==> src/rtl/msg_block_buf.sv <==
// rtl/msg_block_buf.sv - packs the interface byte stream into 64-byte BLAKE2s message blocks
//
// Sits between the I/O interface byte path and the BLAKE2s compression core.
// Incoming bytes are packed little-endian into a block of 16 32-bit words.
// The buffer is zero-cleared when a block is consumed, so the last partial
// block of a message arrives already zero-padded. The cumulative byte count
// t is tracked across the blocks of a message. It restarts after the block
// that carries the last flag.
//
// Optional build macro MSG_BLOCK_BUF_DBL_EN: two banks run in ping-pong.
// Filling continues into the free bank while the other bank waits for the
// core. The block outputs always show the oldest full bank. Without the
// macro a single bank is used, and ready_o is low whenever it is full.
//
// Ports:
//   clk, nreset      clock, synchronous active-low reset
//   data_v_i/data_i  byte valid and byte value from the interface
//   block_first_i    current message is the first block-sequence
//   block_last_i     current bytes belong to the final block
//   ll_i             total message length in bytes
//   ready_o          buffer can accept a byte this cycle
//   blk_v_o          a complete block is held
//   blk_ack_i        compression core has consumed the held block
//   blk_first_o      held block is the first of its message
//   blk_last_o       held block is the final one (f0 flag)
//   t_o              cumulative byte count up to and including the held block
//   rd_idx_i         word index for the read port
//   rd_word_o        word rd_idx_i of the held block (combinational)
//   overflow_o       sticky; a byte arrived while it could not be accepted
module msg_block_buf #(
    parameter int BLOCK_BYTES = 64,
    parameter int T_W         = 64
) (
    input  logic           clk,
    input  logic           nreset,
    input  logic           data_v_i,
    input  logic [7:0]     data_i,
    input  logic           block_first_i,
    input  logic           block_last_i,
    input  logic [63:0]    ll_i,
    output logic           ready_o,
    output logic           blk_v_o,
    input  logic           blk_ack_i,
    output logic           blk_first_o,
    output logic           blk_last_o,
    output logic [T_W-1:0] t_o,
    input  logic [3:0]     rd_idx_i,
    output logic [31:0]    rd_word_o,
    output logic           overflow_o
);

    localparam int PTR_W = $clog2(BLOCK_BYTES);

`ifdef MSG_BLOCK_BUF_DBL_EN
    localparam logic DBL = 1'b1;
`else
    localparam logic DBL = 1'b0;
`endif

    typedef enum logic {
        FILL = 1'b0,
        FULL = 1'b1
    } state_t;

    // Bank 1 is only ever used when DBL is set. Otherwise both bank pointers stay 0.
    state_t           state_q     [2];
    state_t           state_d     [2];
    logic [7:0]       mem_q       [2][BLOCK_BYTES];
    logic [T_W-1:0]   t_q         [2];
    logic             blk_first_q [2];
    logic             blk_last_q  [2];

    logic [PTR_W-1:0] wr_ptr_q, wr_ptr_d;
    logic [T_W-1:0]   byte_cnt_q, byte_cnt_d;
    logic             wr_bank_q, wr_bank_d;
    logic             rd_bank_q, rd_bank_d;
    logic             fill_first_q;
    logic             overflow_q;

    logic             wr_free;
    logic             ack_eff;
    logic             recycle;
    logic             accept;
    logic             hit_end;
    logic             hit_last;
    logic             complete;
    logic             first_now;
    logic [T_W-1:0]   cnt_inc;

    always_comb begin
        state_d    = state_q;
        wr_ptr_d   = wr_ptr_q;
        byte_cnt_d = byte_cnt_q;
        wr_bank_d  = wr_bank_q;
        rd_bank_d  = rd_bank_q;

        wr_free = (state_q[wr_bank_q] == FILL);
        ack_eff = blk_ack_i && (state_q[rd_bank_q] == FULL);
        // With two banks, a full write bank means both banks are full and the
        // write bank is the oldest one. A byte may then land in the bank that
        // is being released this very cycle.
        recycle = DBL && ack_eff && !wr_free;
        accept  = data_v_i && (wr_free || recycle);

        cnt_inc   = byte_cnt_q + T_W'(1);
        hit_end   = (wr_ptr_q == {PTR_W{1'b1}});
        hit_last  = block_last_i && (cnt_inc == ll_i);
        complete  = accept && (hit_end || hit_last);
        // A one-byte block has not yet latched its first flag.
        first_now = (wr_ptr_q == '0) ? block_first_i : fill_first_q;

        if (ack_eff) begin
            state_d[rd_bank_q] = FILL;
            rd_bank_d          = DBL ? ~rd_bank_q : 1'b0;
        end

        if (accept) begin
            if (complete) begin
                state_d[wr_bank_q] = FULL;
                wr_ptr_d           = '0;
                byte_cnt_d         = block_last_i ? '0 : cnt_inc;
                wr_bank_d          = DBL ? ~wr_bank_q : 1'b0;
            end else begin
                wr_ptr_d   = wr_ptr_q + PTR_W'(1);
                byte_cnt_d = cnt_inc;
            end
        end
    end

    always_ff @(posedge clk) begin
        if (!nreset) begin
            for (int b = 0; b < 2; b++) begin
                state_q[b]     <= FILL;
                t_q[b]         <= '0;
                blk_first_q[b] <= 1'b0;
                blk_last_q[b]  <= 1'b0;
                for (int i = 0; i < BLOCK_BYTES; i++) begin
                    mem_q[b][i] <= '0;
                end
            end
            wr_ptr_q     <= '0;
            byte_cnt_q   <= '0;
            wr_bank_q    <= 1'b0;
            rd_bank_q    <= 1'b0;
            fill_first_q <= 1'b0;
            overflow_q   <= 1'b0;
        end else begin
            for (int b = 0; b < 2; b++) begin
                state_q[b] <= state_d[b];
            end
            wr_ptr_q   <= wr_ptr_d;
            byte_cnt_q <= byte_cnt_d;
            wr_bank_q  <= wr_bank_d;
            rd_bank_q  <= rd_bank_d;

            // Clearing the released bank supplies zero padding for the next
            // partial block. A recycled byte written below overrides byte 0.
            if (ack_eff) begin
                for (int i = 0; i < BLOCK_BYTES; i++) begin
                    mem_q[rd_bank_q][i] <= '0;
                end
            end

            if (accept) begin
                mem_q[wr_bank_q][wr_ptr_q] <= data_i;
                if (wr_ptr_q == '0) begin
                    fill_first_q <= block_first_i;
                end
                if (complete) begin
                    t_q[wr_bank_q]         <= cnt_inc;
                    blk_first_q[wr_bank_q] <= first_now;
                    blk_last_q[wr_bank_q]  <= block_last_i;
                end
            end

            if (data_v_i && !accept) begin
                overflow_q <= 1'b1;
            end
        end
    end

    assign ready_o     = wr_free;
    assign blk_v_o     = (state_q[rd_bank_q] == FULL);
    assign t_o         = t_q[rd_bank_q];
    assign blk_first_o = blk_first_q[rd_bank_q];
    assign blk_last_o  = blk_last_q[rd_bank_q];
    assign overflow_o  = overflow_q;
    assign rd_word_o   = {mem_q[rd_bank_q][{rd_idx_i, 2'd3}],
                          mem_q[rd_bank_q][{rd_idx_i, 2'd2}],
                          mem_q[rd_bank_q][{rd_idx_i, 2'd1}],
                          mem_q[rd_bank_q][{rd_idx_i, 2'd0}]};

endmodule

==> config.mk <==
export PLATFORM = sky130hd
export DESIGN_NAME = msg_block_buf
export DESIGN_NICKNAME = d
export VERILOG_FILES = /design/src/rtl/msg_block_buf.sv
export SDC_FILE = /design/constraint.sdc
export NUM_CORES = 1
export LEC_CHECK = 0
export BUFFER_PORTS_ARGS = -buffer_cell sky130_fd_sc_hd__buf_2
export CAP_MARGIN = 20
export CELL_PAD_IN_SITES_DETAIL_PLACEMENT = 0
export CELL_PAD_IN_SITES_GLOBAL_PLACEMENT = 1
export CORE_MARGIN = 1.5
export CORE_UTILIZATION = 51
export CTS_CLUSTER_SIZE = 10
export DETAILED_ROUTE_END_ITERATION = 6
export PLACE_DENSITY = 0.8
export SLEW_MARGIN = 5
export SYNTH_ARGS = -nofsm -noshare
export SYNTH_HDL_FRONTEND = slang
export SYNTH_SLANG_ARGS = --single-unit
==> constraint.sdc <==
create_clock -name clk -period 7.3 [get_ports clk]
set_input_delay 1.46 -clock clk [delete_from_list [all_inputs] [get_ports clk]]
set_output_delay 1.46 -clock clk [all_outputs]
set_load 0.005 [all_outputs]
* Yosys cells after proc, flatten, opt, wreduce, memory -nomap -nowiden
Memories as Yosys holds them, arrays and structs flattened. Cells that the tools add are included.
Word-level totals: register bits after elaboration 74, bits in writable memories 1156, input port bits 82, output and inout port bits 101, logic and storage cells 1225, memories kept 4
Memory list:
- mem_q | depth 2, bits a word 512, read ports 1, clocked after memory_dff 0, wr ports 2, line 68 | logic [7:0] mem_q [2][BLOCK_BYTES];
- t_q | depth 2, bits a word 64, read ports 1, clocked after memory_dff 0, wr ports 2, line 69 | logic [T_W-1:0] t_q [2];
- blk_first_q | depth 2, bits a word 1, read ports 1, clocked after memory_dff 0, wr ports 2, line 70 | logic blk_first_q [2];
- blk_last_q | depth 2, bits a word 1, read ports 1, clocked after memory_dff 0, wr ports 2, line 71 | logic blk_last_q [2];
Cells by class: add/sub/neg operators 2, magnitude comparators 6, equal/unequal tests 2, muxes and demuxes 611, bitwise operators 585, reductions and logical operators 9
Operator list (number):
- $mux W8 | 73
- $or A1 B1 Y1 | 579
- $mux W1 | 525
- $mux W512 | 1
- $bmux W8 S6 | 4
- $mux W64 | 3
- $add A64 B1 Y64 const B | 1
- $eq A64 B64 Y1 | 1
- $demux W8 S6 | 1
- $ge A7 B7 Y1 const B | 5
- $not A6 Y7 | 5
- $lt A7 B1 Y1 const B | 1
- $add A6 B1 Y6 const B | 1
- $eq A6 B6 Y1 const B | 1
- $logic_and A1 B1 Y1 | 6
- $logic_not A6 Y1 | 1
- $mux W2 | 3
- $mux W6 | 1
- $logic_not A1 Y1 | 1
- $logic_or A1 B1 Y1 | 1
- $not A1 Y1 | 1

* Depth between registers and ports, before layout
Gate-level depths: netlist of run 1.
depth after elaboration 10, mapped depth 18, depth with buffers taken out 12

* Worst setup path after synthesis of run 1
No wires, ideal clock.
path type in2reg, from input ll_i[1], to memory t_q[0][0], enable pin, setup time 0.443 ns, arrival 5.116 ns, required time 6.857 ns, slack 1.741 ns, cell stages on the path 11, path buffers 1, cell sequence xor2_1 -> nor3_1 -> o211ai_1 -> or4_1 -> nor4_1 -> nand4_1 -> nor4b_1 -> nand4_1 -> and2_1 -> buf_2 -> o21ai_2
RTL lines:
- from (decl) | line 40 | input logic [63:0] ll_i,
- to (decl) | line 69

* Worst setup path in the final report of run 1
from register byte_cnt_q[22], to register byte_cnt_q[34]
On the way: word-level cells in the longest chain between the ends 6, elaborated cells between the ends (all ways) 7, classes of those cells add/sub: 1; eq/ne: 1; mux: 2; reduce/logical: 3
RTL lines:
- from (decl) | line 74 | logic [T_W-1:0] byte_cnt_q, byte_cnt_d;
- from (signal assigned) | line 152 | byte_cnt_q <= byte_cnt_d;
- $add A64 B1 Y64 * | line 105 | cnt_inc = byte_cnt_q + T_W'(1);
- $eq A64 B64 Y1 | line 107 | hit_last = block_last_i && (cnt_inc == ll_i);
- $logic_and A1 B1 Y1 | line 107
- $logic_or A1 B1 Y1 | line 108 | complete = accept && (hit_end || hit_last);
- $logic_and A1 B1 Y1 | line 108
- $mux W64 * | line 118 | if (complete) begin
Mark *: on every way between the ends. The rest lies on a longest branch, timed or not. A chain may end at the register's enable or synchronous reset.

==> results of run 1 <==
==> worst paths after layout <==
kind / start / to / cells after the start
min reg2reg: blk_first_q[0]$_DFF_P_ / blk_first_q[0]$_DFF_P_ / 2
min: blk_first_q[0]$_DFF_P_ / blk_first_q[0]$_DFF_P_ / 2
max reg2reg: byte_cnt_q[22]$_SDFFE_PN0P_ / byte_cnt_q[34]$_SDFFE_PN0P_ / 12
max: byte_cnt_q[22]$_SDFFE_PN0P_ / byte_cnt_q[34]$_SDFFE_PN0P_ / 12
==> cell families after synthesis <==
kind of cell	after synthesis	synth area share
AO/OA/AOI/OAI	318	0.0591
XOR/XNOR	107	0.0299
adder cells (fa/ha/maj)	4	0.00148
buffers and inverters	237	0.0295
flip-flops	651	0.557
multiplexers	169	0.110
AND/OR/NAND/NOR	1242	0.213
==> routing by layer <==
layer  track usage  vias to the layer above
li1              -                    10500
met1         0.434                    12100
met2         0.531                     1248
met3        0.0503                      260
met4         0.144                        2
met5             0                        -
==> cell type report <==
cell class / instances / share of cell area
flip-flops and latches: 651 / 0.496
multi-input cells: 1840 / 0.369
clock buffers: 109 / 0.0557
repair buffers: 291 / 0.0437
well taps: 864 / 0.0285
clock inverters: 14 / 0.00534
inverters: 24 / 0.00238
diodes: 2 / 0.000132
==> state kept, by name (all words and copies together), names as in the netlist <==
name / count
blk_first_q: 1
blk_last_q: 1
byte_cnt_q: 64
fill_first_q: 1
mem_q: 512
overflow_o: 1
state_q: 1
t_q: 64
wr_ptr_q: 6
==> power by group <==
part	internal, mW	switching, mW	leakage [nW]
clock	2.11	1.52	1.11
sequential	4.16	0.0459	6.59
combinational	0.234	0.371	5.95
total	6.50	1.93	13.6
==> synthesized netlist by cell type, drive strengths merged (12+ instances only) <==
| cell type | instances | area [sq um] |
|---|---|---|
| edfxtp | 576 | 17300 |
| and2 | 522 | 3270 |
| nor2 | 198 | 743 |
| mux4 | 160 | 3600 |
| clkbuf | 136 | 510 |
| o21ai | 126 | 634 |
| nand2 | 103 | 387 |
| buf | 77 | 394 |
| xnor2 | 77 | 674 |
| dfxtp | 75 | 1500 |
| nand4 | 68 | 453 |
| nand3 | 65 | 348 |
| a21oi | 63 | 315 |
| nor3 | 53 | 275 |
| nor4 | 52 | 402 |
| a21o | 39 | 293 |
| and3 | 26 | 163 |
| xor2 | 25 | 219 |
| inv | 24 | 90.1 |
| and4 | 23 | 204 |
| or3 | 23 | 144 |
| nand2b | 22 | 145 |
| or4 | 21 | 158 |
| nor2b | 12 | 75.1 |
| or2 | 12 | 75.1 |
==> worst reg2reg max path: stages, from the launching register on <==
cell	delay, ps
dfxtp_1	790
nand4_1	560
nor4_1	830
nand3_1	580
nor3_1	840
xnor2_1	270
o2111ai_1	180
a2111oi_0	920
nand4_1	410
a31oi_4	290
buf_4	460
o21ai_0	210
a21o_1	220
==> through the flow <==
step / hold WS [ps] / instances / setup slack [ps]
after floorplan: 467 / 2728 / 1740
after global placement: 458 / 3622 / 872
after detailed placement: 471 / 3631 / 924
after CTS: 477 / 3754 / 862
after global routing: 506 / 3794 / 572
final: 474 / 3795 / 627
==> results.yml, run 1 <==
global_routing:
  grt_pass1_wl_microns: 160000
  antenna_found_initial: 4
  globalRouteOverflowTotal: 0
  grt_pass1_vias: 23800
  grt.total_usage: 0.326
  grt_max_degree: 72
clocking:
  cts_tree: "built"
  clk_pin_slew_worst_paths_ps: 60
  insertion_delay_ps: 630
  hold_buffers: 0
  clock-sinks: 651
  cts_root_buf: "clkbuf_16"
  cts_setup_buffers: 0
  cts_buffers: 78
  cts_buffer_depth: 3
  ctsHtreeMaxLevel: 3
  cts_resized: 0
setup_path:
  rrSetupSlack_ps: 630
  path_delay_family: "simple AND/OR/NAND/NOR gates"
  required_ps: 7810
  start_kind: "flip-flop"
  cp_common_cell: "nand4_1"
  critPathBufInv: 1
  path_max_fanout: 45
  cpPeakStageDelay_ps: 920
  crit_chain: "nand4_1 > nor4_1 > nand3_1 > nor3_1 > xnor2_1 > o2111ai_1 > a2111oi_0 > nand4_1 > a31oi_4 > buf_4 > o21ai_0 > a21o_1"
  critPathKind: "flip-flop to flip-flop"
  end_kind: "flip-flop"
  crit_slowest_cell: "a2111oi_0"
  critPathArrivalTime_ps: 7180
timing:
  tightestPinTransition_ps: 1130
  post-route-period-util: 0.914
  setup_tns_ps: 0
  fin_skew_ps: 17.0
  setup_viol: 0
  slew_headroom: 0.242
  finalMaxSlewViolations: 0
  rsz0062_at_grt: "false"
  hold_viol: 0
  fmax_ghz: 0.150
  min_period_ps: 6670
layout:
  syn_to_final_growth_pct: 12.4
  drive_above_1_share: 0.200
  multiInputGateArea_sq_um: 14000
  fillers: 5306
  layout_commonest_cell: "edfxtp_1"
  nNetsFinal: 2972
  final_core_util: 0.578
  final-seq-area_sq_um: 18800
  final_cell_mix: "edfxtp_1, and2_1, buf_2"
  fin_area_sq_um: 37900
detailed_routing:
  top_layer: "met5"
  routed-wl-met3_microns: 8750
  drcViolationCount: 0
  drtAntennaViolNets: 0
  drt_iter0_drc: 2656
  routed_via_density: 6.33
  wl_per_cell_microns: 29.1
  drtPass1Iterations: 6
  drt-met1-wl_microns: 43700
  vias: 24000
  totalWireLength_microns: 110000
  wl_met2_microns: 52600
power:
  p_leak_nw: 13.6
  fin_total_pwr_mw: 8.44
  power_per_cell_area_nw_per_um2: 223
  ir_drop_v: 0.000193
synthesis:
  synth-seq-area-share: 0.557
  avgSynthCellArea_sq_um: 12.4
  synthArstFlopShare: 0
  yosysUniqueCellTypes: 87
  synthFlopType: "edfxtp_1"
  synth_edf_count: 576
  syn-instance-count: 2728
  syn-num-nets: 2814
  ys_warn_count: 0
  ys_seq_elements: 651
  synth_area_sq_um: 33700
floorplan:
  dieHeight_microns: 260
  rows: 94
  start_util: 0.514
  io_pins: 183
  coreArea_sq_um: 65600
  die-width_microns: 260
  die_area_sq_um: 67700
hold_path:
  hold_path_class: "flip-flop to flip-flop"
placement:
  place_area_sq_um: 35400
  place_congestion: 1.01
  dp_hpwl_microns: 78900
  io_buffers: 182
flow_run:
  drv_cap: 0
outcome:
  status: "finished clean"
(Power assumes the default switching activity.)
==> inputs of run 2 (changes only) <==
Settings changed: RECOVER_POWER set to 50.
==> run 2 against run 1 <==
  * Largest power group unchanged
  * Cell area fell by 0.28%
  * Setup slack got worse by 97 ps
  * Clock skew barely moved
  * Fmax is 1.4% lower
  * Highest routed layer unchanged
  * Sequential share of layout area increased by 0.14 points
  * Cell count unchanged
  * Via count is essentially flat
  * Die area did not move
  * Clock power about the same
  * Worst hold slack got worse by 0.60 ps
  * Non-clock buffer count stayed put
==> results.yml, run 2 (synthesis results as in run 1) <==
placement:
  place_congestion: 1.01
  dp_hpwl_microns: 78900
  io_buffers: 182
  place_area_sq_um: 35400
power:
  clkPwrFrac: 0.430
  power_per_cell_area_nw_per_um2: 223
  switching_share: 0.229
  seqPwrFrac: 0.498
  ir_drop_v: 0.000193
  p_leak_nw: 13.1
  comb_power_share: 0.071
  switchingPower_mw: 1.93
  p_int_mw: 6.50
  fin_total_pwr_mw: 8.43
global_routing:
  grt_max_degree: 72
  grt.total_usage: 0.326
  antenna_found_initial: 2
  globalRouteOverflowTotal: 0
  grt_pass1_wl_microns: 160000
  grt_pass1_vias: 23800
layout:
  final_cell_mix: "edfxtp_1, and2_0, and2_1"
  largest_reg_flops: 512
  nNetsFinal: 2972
  top_register: "mem_q"
  syn_to_final_growth_pct: 12.1
  layout_commonest_cell: "edfxtp_1"
  drive_above_1_share: 0.175
  fin_area_sq_um: 37800
  top_regs: "mem_q (512), byte_cnt_q (64), t_q (64)"
  fillers: 5328
clocking:
  clk_pin_slew_worst_paths_ps: 60
  cts_resized: 0
  cts_tree: "built"
  hold_buffers: 0
  cts_setup_buffers: 0
  cts_buffer_depth: 3
  insertion_delay_ps: 630
  cts_buffers: 78
  cts_root_buf: "clkbuf_16"
  ctsHtreeMaxLevel: 3
  clock-sinks: 651
timing:
  slew_headroom: 0.235
  tightestPinTransition_ps: 1140
  whs_ps: 474
  rsz0062_at_grt: "false"
  finalMaxSlewViolations: 0
  min_period_ps: 6770
  hold_viol: 0
  setup_viol: 0
  setup_tns_ps: 0
  fin_skew_ps: 16.6
  fmax_ghz: 0.148
  post-route-period-util: 0.927
hold_path:
  min_to: "blk_first_q[0]$_DFF_P_"
  hold_path_class: "flip-flop to flip-flop"
  min_path_cells: 2
  hp-start: "blk_first_q[0]$_DFF_P_"
setup_path:
  cp_common_cell: "nand4_1"
  critPathKind: "flip-flop to flip-flop"
  path_delay_family: "simple AND/OR/NAND/NOR gates"
  crit_chain: "nand4_1 > nor4_1 > nand3_1 > nor3_1 > xnor2_1 > o2111ai_1 > a2111oi_0 > nand4_1 > a31oi_4 > buf_4 > o21ai_0 > a21o_1"
  end_kind: "flip-flop"
  path_max_fanout: 45
  r2r-start: "byte_cnt_q[22]$_SDFFE_PN0P_"
  critPathBufInv: 1
  cpPeakStageDelay_ps: 990
  startpoint: "byte_cnt_q[22]$_SDFFE_PN0P_"
  rrSetupSlack_ps: 530
  required_ps: 7810
  start_kind: "flip-flop"
  critPathArrivalTime_ps: 7280
  r2r_cells: 12
  r2r_end: "byte_cnt_q[34]$_SDFFE_PN0P_"
  crit_slowest_cell: "a2111oi_0"
floorplan:
  start_util: 0.514
  io_pins: 183
  die_area_sq_um: 67700
  die-width_microns: 260
  rows: 94
  coreArea_sq_um: 65600
  dieHeight_microns: 260
detailed_routing:
  vias: 24100
  drt_iter0_drc: 2637
  routed_via_density: 6.34
  totalWireLength_microns: 110000
  drtAntennaViolNets: 0
  drtPass1Iterations: 6
  wl_per_cell_microns: 29.1
  drcViolationCount: 0
outcome:
  status: "finished clean"
flow_run:
  drv_cap: 0
[run 2: cell types whose count changed in the layout (fill, tap and decap cells not counted), sizes merged]
cell / before / now
buf: 286 / 217
clkbuf: 114 / 183
[run 2: power by group through the flow]
| stage | Clock (mW) | Combinational, mW | Sequential (mW) |
|---|---|---|---|
| after global placement | 0 | 0.582 | 4.27 |
| after detailed placement | 0 | 0.591 | 4.28 |
| after floorplan | 0 | 0.349 | 4.25 |
| after global routing | 3.81 | 0.633 | 4.21 |
| after CTS | 3.67 | 0.592 | 4.20 |
| final | 3.63 | 0.603 | 4.20 |
[run 2: per-layer routing]
metal  GRT usage  routed length [microns]  vias to the layer above
met4       0.144                     5370                        2
li1            -                        -                    10500
met1       0.434                    44200                    12100
met2       0.531                    52500                     1230
met5           0                       13                        -
met3      0.0503                     8410                      266
[run 2: stage by stage]
step,std cells,utilization,setup slack [ps]
finish,3795,0.576,530
global route,3794,0.576,571
CTS,3754,0.575,862
detailed placement,3631,0.540,924
global placement,3622,0.539,872
floorplan,2728,-,1740
[run 2: worst reg2reg max path: stages (launching register included)]
cell,delay [ps]
dfxtp_1,790
nand4_1,550
nor4_1,860
nand3_1,580
nor3_1,830
xnor2_1,270
o2111ai_1,180
a2111oi_0,990
nand4_1,420
a31oi_4,300
buf_4,470
o21ai_0,200
a21o_1,220
[run 2: final cells by class]
type / instances / area, sq um / area share
clock buffer: 109 / 2110 / 0.0558
inverter: 24 / 90.1 / 0.00238
antenna: 2 / 5.00 / 0.000132
multi-input combinational: 1840 / 14000 / 0.370
sequential: 651 / 18800 / 0.497
clock inverter: 14 / 203 / 0.00536
timing repair buffer: 291 / 1550 / 0.0410
tap: 864 / 1080 / 0.0286
[run 2: how the worst max path moves through the flow]
stage                                   to  slack (ps)  depth (start not counted)
6_report       byte_cnt_q[34]$_SDFFE_PN0P_         530                         12
5_1_grt        byte_cnt_q[34]$_SDFFE_PN0P_         570                         12
4_1_cts        byte_cnt_q[34]$_SDFFE_PN0P_         860                         12
3_5_place_dp   byte_cnt_q[40]$_SDFFE_PN0P_         920                         12
3_3_place_gp   byte_cnt_q[40]$_SDFFE_PN0P_         870                         12
2_1_floorplan      t_q[0][0]$_SDFFCE_PN0P_        1740                         11
